[src/rtl/piso_serializer_pkg.sv]
// Shared types and constants for the parallel-in/serial-out serializer
// that drives the serial input of the 1010 sequence detector.
package piso_serializer_pkg;

    typedef enum logic {
        S_IDLE  = 1'b0,
        S_SHIFT = 1'b1
    } state_e;

    localparam int unsigned DEFAULT_WIDTH   = 8;
    localparam int unsigned DEFAULT_BIT_DIV = 1;

    // Ceiling log2; returns 0 for values of 0 or 1.
    function automatic int unsigned clog2(input int unsigned value);
        int unsigned result;
        result = 0;
        for (int i = 0; i < 32; i++) begin
            if ((64'd1 << i) < 64'(value)) begin
                result = i + 1;
            end
        end
        return result;
    endfunction

endpackage

[src/rtl/piso_serializer_bit_rate_div.sv]
// Bit-period divider: counts BIT_DIV cycles per serial bit and raises
// bit_stb_o on the last cycle of each period while enabled.
module piso_serializer_bit_rate_div
    import piso_serializer_pkg::*;
#(
    parameter int unsigned BIT_DIV = DEFAULT_BIT_DIV
) (
    input  logic clk_i,
    input  logic rst_ni,
    input  logic en_i,
    input  logic restart_i,
    output logic bit_stb_o
);

    localparam int unsigned DW = (clog2(BIT_DIV) < 1) ? 1 : clog2(BIT_DIV);
    localparam logic [DW-1:0] DIV_LAST = DW'(BIT_DIV - 1);

    logic [DW-1:0] div_cnt_q;
    logic [DW-1:0] div_cnt_d;

    assign bit_stb_o = en_i && (div_cnt_q == DIV_LAST);

    // A restart wins over counting so a freshly loaded word always gets a full first period.
    always_comb begin
        div_cnt_d = div_cnt_q;
        if (restart_i) begin
            div_cnt_d = '0;
        end else if (en_i) begin
            if (div_cnt_q == DIV_LAST) begin
                div_cnt_d = '0;
            end else begin
                div_cnt_d = div_cnt_q + DW'(1);
            end
        end
    end

    always_ff @(posedge clk_i or negedge rst_ni) begin
        if (!rst_ni) begin
            div_cnt_q <= '0;
        end else begin
            div_cnt_q <= div_cnt_d;
        end
    end

endmodule

[src/rtl/piso_serializer.sv]
// Parallel-in/serial-out stage: accepts a word over valid/ready and shifts
// it out one bit per bit period, supporting zero-gap back-to-back words.
module piso_serializer
    import piso_serializer_pkg::*;
#(
    parameter int unsigned WIDTH     = DEFAULT_WIDTH,
    parameter bit          MSB_FIRST = 1'b1,
    parameter int unsigned BIT_DIV   = DEFAULT_BIT_DIV,
    parameter bit          IDLE_BIT  = 1'b0
) (
    input  logic             clk_i,
    input  logic             rst_ni,
    input  logic [WIDTH-1:0] in_data_i,
    input  logic             in_valid_i,
    output logic             in_ready_o,
    output logic             ser_out_o,
    output logic             ser_valid_o,
    output logic             bit_stb_o,
    output logic             word_done_o,
    output logic             busy_o
);

    localparam int unsigned CW = clog2(WIDTH);
    localparam logic [CW-1:0] BIT_LAST = CW'(WIDTH - 1);

    state_e           state_q, state_d;
    logic [WIDTH-1:0] sreg_q, sreg_d;
    logic [CW-1:0]    bit_cnt_q, bit_cnt_d;

    logic bit_stb;
    logic final_cycle;
    logic ready_int;
    logic accept;
    logic shifting;
    logic [WIDTH-1:0] sreg_shifted;

    assign shifting    = (state_q == S_SHIFT);
    assign final_cycle = shifting && bit_stb && (bit_cnt_q == BIT_LAST);
    assign ready_int   = (state_q == S_IDLE) || final_cycle;
    assign accept      = in_valid_i && ready_int;

    assign sreg_shifted = MSB_FIRST ? {sreg_q[WIDTH-2:0], 1'b0}
                                    : {1'b0, sreg_q[WIDTH-1:1]};

    piso_serializer_bit_rate_div #(
        .BIT_DIV (BIT_DIV)
    ) u_bit_rate_div (
        .clk_i     (clk_i),
        .rst_ni    (rst_ni),
        .en_i      (shifting),
        .restart_i (accept),
        .bit_stb_o (bit_stb)
    );

    // Ready is held low while reset is asserted so nothing is offered to upstream mid-reset.
    assign in_ready_o  = ready_int && rst_ni;
    assign ser_valid_o = shifting;
    assign busy_o      = shifting;
    assign bit_stb_o   = bit_stb;
    assign word_done_o = final_cycle;
    assign ser_out_o   = shifting ? (MSB_FIRST ? sreg_q[WIDTH-1] : sreg_q[0]) : IDLE_BIT;

    always_comb begin
        state_d   = state_q;
        sreg_d    = sreg_q;
        bit_cnt_d = bit_cnt_q;
        unique case (state_q)
            S_IDLE: begin
                if (accept) begin
                    state_d   = S_SHIFT;
                    sreg_d    = in_data_i;
                    bit_cnt_d = '0;
                end
            end
            S_SHIFT: begin
                if (final_cycle) begin
                    bit_cnt_d = '0;
                    if (accept) begin
                        sreg_d = in_data_i;
                    end else begin
                        state_d = S_IDLE;
                        sreg_d  = sreg_shifted;
                    end
                end else if (bit_stb) begin
                    sreg_d    = sreg_shifted;
                    bit_cnt_d = bit_cnt_q + CW'(1);
                end
            end
            default: begin
                state_d = S_IDLE;
            end
        endcase
    end

    always_ff @(posedge clk_i or negedge rst_ni) begin
        if (!rst_ni) begin
            state_q   <= S_IDLE;
            sreg_q    <= '0;
            bit_cnt_q <= '0;
        end else begin
            state_q   <= state_d;
            sreg_q    <= sreg_d;
            bit_cnt_q <= bit_cnt_d;
        end
    end

endmodule

[config.mk]
export PLATFORM = sky130hd
export DESIGN_NAME = piso_serializer
export DESIGN_NICKNAME = d
export VERILOG_FILES = /design/src/rtl/piso_serializer_pkg.sv /design/src/rtl/piso_serializer_bit_rate_div.sv /design/src/rtl/piso_serializer.sv
export SDC_FILE = /design/constraint.sdc
export NUM_CORES = 1
export LEC_CHECK = 0
export CAP_MARGIN = 20
export CORE_AREA = 5 5 43 45
export DETAILED_ROUTE_END_ITERATION = 8
export DIE_AREA = 0 0 48 50
export PLACE_DENSITY_LB_ADDON = 0.05
export SYNTH_ARGS = -nofsm -noshare
export SYNTH_HDL_FRONTEND = slang
export SYNTH_SLANG_ARGS = --single-unit
[constraint.sdc]
create_clock -name clk_i -period 3.2 [get_ports clk_i]
set_input_delay 0.8 -clock clk_i [delete_from_list [all_inputs] [get_ports clk_i]]
set_output_delay 0.8 -clock clk_i [all_outputs]
set_load 0.05 [all_outputs]
# --- After elaboration in Yosys (flattened, before gate mapping) ---
# Index checks and enable logic that the tools add are counted.
# Widths: inputs -> output; s select.
totals:
  register_bits: 13
  word_cells: 35
op_classes:
  n_bitwise: 2
  mux: 16
  n_addsub: 2
  reduce_logical: 8
  eq_ne: 3
ops:
  columns: ["operator", "count"]
  rows:
  - ["$mux 8", 4]
  - ["$pmux 8 s2", 1]
  - ["$mux 3", 3]
  - ["$mux 1", 6]
  - ["$pmux 3 s2", 1]
  - ["$logic_and 1x1->1", 5]
  - ["$add 3x1->3 const B", 1]
  - ["$eq 3x3->1 const B", 1]
  - ["$ne 3x1->1 const B", 1]
  - ["$ne 2x2->1 const B", 1]
  - ["$not 1->1", 2]
  - ["$pmux 1 s2", 1]
  - ["$reduce_and 2->1", 1]
  - ["$reduce_bool 2->1", 1]
  - ["$add 1x1->1 const B", 1]
  - ["$logic_or 1x1->1", 1]

# --- Depth between registers and ports, before layout ---
depth:
  word_depth: 9
  depth_mapped: 6
  mapped_depth_nobuf: 5

# --- Hierarchy ---
# From an unflattened synthesis, not the netlist that was laid out.
unflattened:
  hier_cells: 74
  area_unflattened_um2: 671.9
by_module_without_submodules:
  columns: ["mod", "cells_each", "seq_area_each_um2", "area_per_inst_um2", "instances"]
  rows:
  - ["piso_serializer", 73, 300.3, 664.4, 1]
  - ["piso_serializer_bit_rate_div", 1, 0.0, 7.5, 1]

# --- Least setup slack after synthesis ---
# Ideal clock, no wire load.
synth_path:
  kind: "register -> output"
  from: "register state_q (netlist: busy_o)"
  to: "output port word_done_o"
  stages_incl_launch_ff: 4
  path_slack_ns: 0.886
  n_path_buf: 2
  t_arrival_ns: 1.514
  t_required_ns: 2.400
  path_cell_list: "dfrtp_1 buf_2 buf_4 and2_1"
synth_between:
  elab_chain_cells: 3
synth_rtl:
  columns: ["element", "line", "source"]
  rows:
  - ["from (decl)", "piso_serializer.sv:26", "state_e state_q, state_d;"]
  - ["from (signal assigned)", "piso_serializer.sv:101", "state_q <= state_d;"]
  - ["$logic_and 1x1->1", "piso_serializer_bit_rate_div.sv:21", "assign bit_stb_o = en_i && (div_cnt_q == DIV_LAST);"]
  - ["$logic_and 1x1->1 * (2 in series)", "piso_serializer.sv:38", "assign final_cycle = shifting && bit_stb && (bit_cnt_q == BIT_LAST);"]
  - ["to (decl)", "piso_serializer.sv:19", "output logic word_done_o,"]
# Every way passes the cells marked *; elsewhere a longest branch is shown, timed or not.

# --- Worst setup path in the final report ---
layout_path:
  from: "register bit_cnt_q[0]"
  to: "output port word_done_o"
layout_between:
  elab_chain_cells: 2
layout_rtl:
  columns: ["element", "line", "source"]
  rows:
  - ["from (decl)", "piso_serializer.sv:28", "logic [CW-1:0] bit_cnt_q, bit_cnt_d;"]
  - ["from (signal assigned)", "piso_serializer.sv:103", "bit_cnt_q <= bit_cnt_d;"]
  - ["$eq 3x3->1", "piso_serializer.sv:38", null]
  - ["$logic_and 1x1->1", "piso_serializer.sv:38", null]
# No other way between the ends.

==> impl_results.md <==
- Status: completed
- Synth warnings: 0
- Die width: ~48 um
- Crit-path max cell delay: about 790 ps
- Utilization after layout: 58.28%
- Kind of critical path: flip-flop to output port
- Via count: roughly 520
- Count of final setup violators: 0
- Grt ovf: 0
- Crit path cell chain: ha_1 -> ha_1 -> and2_1 -> clkdlybuf4s50_1
- Setup TNS: 0 ps
- Final Max Slew Viols: 0
- CP Launch Type: flip-flop
- Layout area overhead: 24.35%
- Post-Syn Area: around 670 um^2
- Initial DRC Count: 10
- Critical R2R Capture: sreg_q[3]
- Clk_skew: around 10 ps
- Critical hold path startpoint: bit_cnt_q[0]
- # DRC: 0
- Clk slew on worst S/H paths: about 60 ps
- Ports: 17
- Slowest stage cell, crit path: clkdlybuf4s50_1
- Most numerous cell in the Yosys netlist: dfrtp_1
- Worst slew pin tran: 778.2 ps
- Cts bufs inserted: 3
- Routed WL per cell: between 10 and 15 um
- Worst vdd ir: 0.3812 mV
- CP dominant cell by count: ha_1
- Synth Flop Type: dfrtp_1
- Clock Path Buffers: 2
- Core ar.: ~1400 um^2
- Final WL: about 1300 um
- Die Area: ~2400 um^2
- Seq/Total Area, Yosys: 44.61%
- Distinct cells, synth: 18
- Detail Placement HPWL: around 900 um
- Setup bufs post-CTS: 0
- Layout net count: 94
- Final ANT Viol Nets: 0
- Layout cells sized above 1: around 9%
- Syn Area/Cell: around 10 um^2
- PortBufs: 16
- Die Y: about 50 um
- First-pass GRT wire length: between 2000 and 2500 um
- Largest area contributor in the netlist: dfrtp_1
- Post-route minimum period: roughly 2900 ps
- Pre-CTS WS: between 600 and 700 ps
- Hold bufs inserted after CTS: 0
- H-tree depth: 1
- Total Power: around 0.65 mW
- Fillers: roughly 130
- Cell depth of the worst flop-to-flop path: 5
- Top fanout value on the critical path: 11
- Syn Inst Count: 65
- Reg2reg start: bit_cnt_q[0]
- Pwr Density: ~770 nW/um^2
- Root Driver: clkbuf_4
- Post-synth EDFFs: 0
- Largest net degree at the start of global routing: 20
- RSZ-0062 raised after global routing: false
- Worst-Skew Late Latency: between 200 and 300 ps
- Min-Delay Endpoint: bit_cnt_q[0]
- CTS tree: yes
- Crit share post-route: about nine tenths
- Gpl congestion: 0.7307
- Final Hold Fails: 0
- Hold-critical path depth: 1
- First drt pass iteration count: 4
- Via density per instance: 5.453
- CTS sink count: 12
- Hold Slack: between 400 and 500 ps
- Lkg Pwr: roughly 0.40 nW
- FF+latch count, synth: 12
- Vias in the first global route: approximately 530
- Synth area leaders: dfrtp_1, mux2i_1, o21ai_1, a31oi_1, and3_1
- Cell row count: 14
- Syn nets: just under 80
- Post-CTS sizing: 0
- CP Capture Type: output port
- Max transition margin: 47.96%
- Final WS setup: roughly 340 ps
- CP required: 2400 ps
- Worst min-delay path class: flip-flop to flip-flop
- Starting Density: 46.86%
- Max_cap viols: 0
- Post-synth top area share: between 40 and 50%
- GR Util All Layers: between 10% and 20%
- Crit path DAT: roughly 2100 ps
- Async S/R FF share, synth: 100.0%
- Antenna violations before repair: 0
- F_max: 349.8 MHz
- Worst R2R Setup Slack: ~1800 ps
- Antenna diode count: 0
- Most frequent cells after synthesis: dfrtp_1, o21ai_1, mux2i_1, a31oi_1, and3_1
==> where the power goes <==
| group | internal, mW | total [mW] | leakage [nW] | switching [mW] |
|---|---|---|---|---|
| registers | 0.210 | 0.244 | 0.152 | 0.0334 |
| clock network | 0.0434 | 0.0878 | 0.0138 | 0.0444 |
| logic | 0.136 | 0.315 | 0.230 | 0.179 |
| total | 0.390 | 0.647 | 0.396 | 0.257 |
==> registers in the layout (all words and copies together) (netlist names) <==
signal / flops
busy_o: 1
sreg_q: 8
bit_cnt_q: 3
==> critical path, delay by kind of cell (launching register included) <==
kind	cells	cell delay [ps]
and+or+nand+nor	1	170
adders and majority gates	2	470
buffers and inverters	1	790
DFF	1	360
==> layout make-up <==
type / count / area [um^2] / share of cell area [%]
Tap cell: 16 / 20.02 / 2.392
Clock buffer: 3 / 22.52 / 2.691
Inverter: 1 / 3.754 / 0.4484
Sequential cell: 12 / 300.3 / 35.87
Multi-Input combinational cell: 45 / 305.3 / 36.47
Timing Repair Buffer: 18 / 185.2 / 22.12
==> cells by family after synthesis <==
family / count (synthesis) / synth area share [%]
AOI/OAI and AO/OA: 18 / 15.24
and+or+nand+nor: 17 / 14.50
DFF: 12 / 44.61
buffers and inverters: 8 / 10.04
muxes: 8 / 11.90
adders and majority gates: 2 / 3.717
==> stage by stage <==
step,area [um^2],instances
3_5_place_dp,814.5,92
4_1_cts,837.1,95
3_3_place_gp,814.5,92
2_1_floorplan,673.1,65
6_report,837.1,95
5_1_grt,837.1,95
==> cells in the final DEF, fill, tap and decap left out <==
master and n:
clkdlybuf4s50_1 15, mux2i_1 8, nand2_1 2, ha_1 2, and3_1 7, nor2_1 1
dfrtp_1 12, and2_1 3, buf_12 1, a22o_1 1, nand3_1 1, nand2b_1 2
nand2_2 1, a31oi_1 7, inv_1 1, buf_4 2, o21ai_1 10, clkbuf_4 3
==> metal layers <==
layer | wire length (um) | track usage, % | vias to the layer above | share of wire [%]
li1 | - | - | 262 | -
met1 | 586 | 15.88 | 242 | 46
met2 | 582 | 19.38 | 14 | 45
met3 | 111 | 5.818 | 0 | 8.7
met4 | 0 | 1.345 | 0 | 0
met5 | 0 | 0 | - | 0
==> how the worst max path moves through the flow <==
| stage | cells after the start | slack, ps | from | endpoint |
|---|---|---|---|---|
| detailed placement | 4 | 610 | bit_cnt_q[0] | word_done_o |
| global placement | 4 | 630 | bit_cnt_q[0] | word_done_o |
| finish | 4 | 340 | bit_cnt_q[0] | word_done_o |
| CTS | 4 | 320 | bit_cnt_q[0] | word_done_o |
| floorplan | 3 | 890 | busy_o | word_done_o |
| global route | 4 | 200 | bit_cnt_q[0] | word_done_o |
No activity file was read; power rests on OpenSTA's default activity.
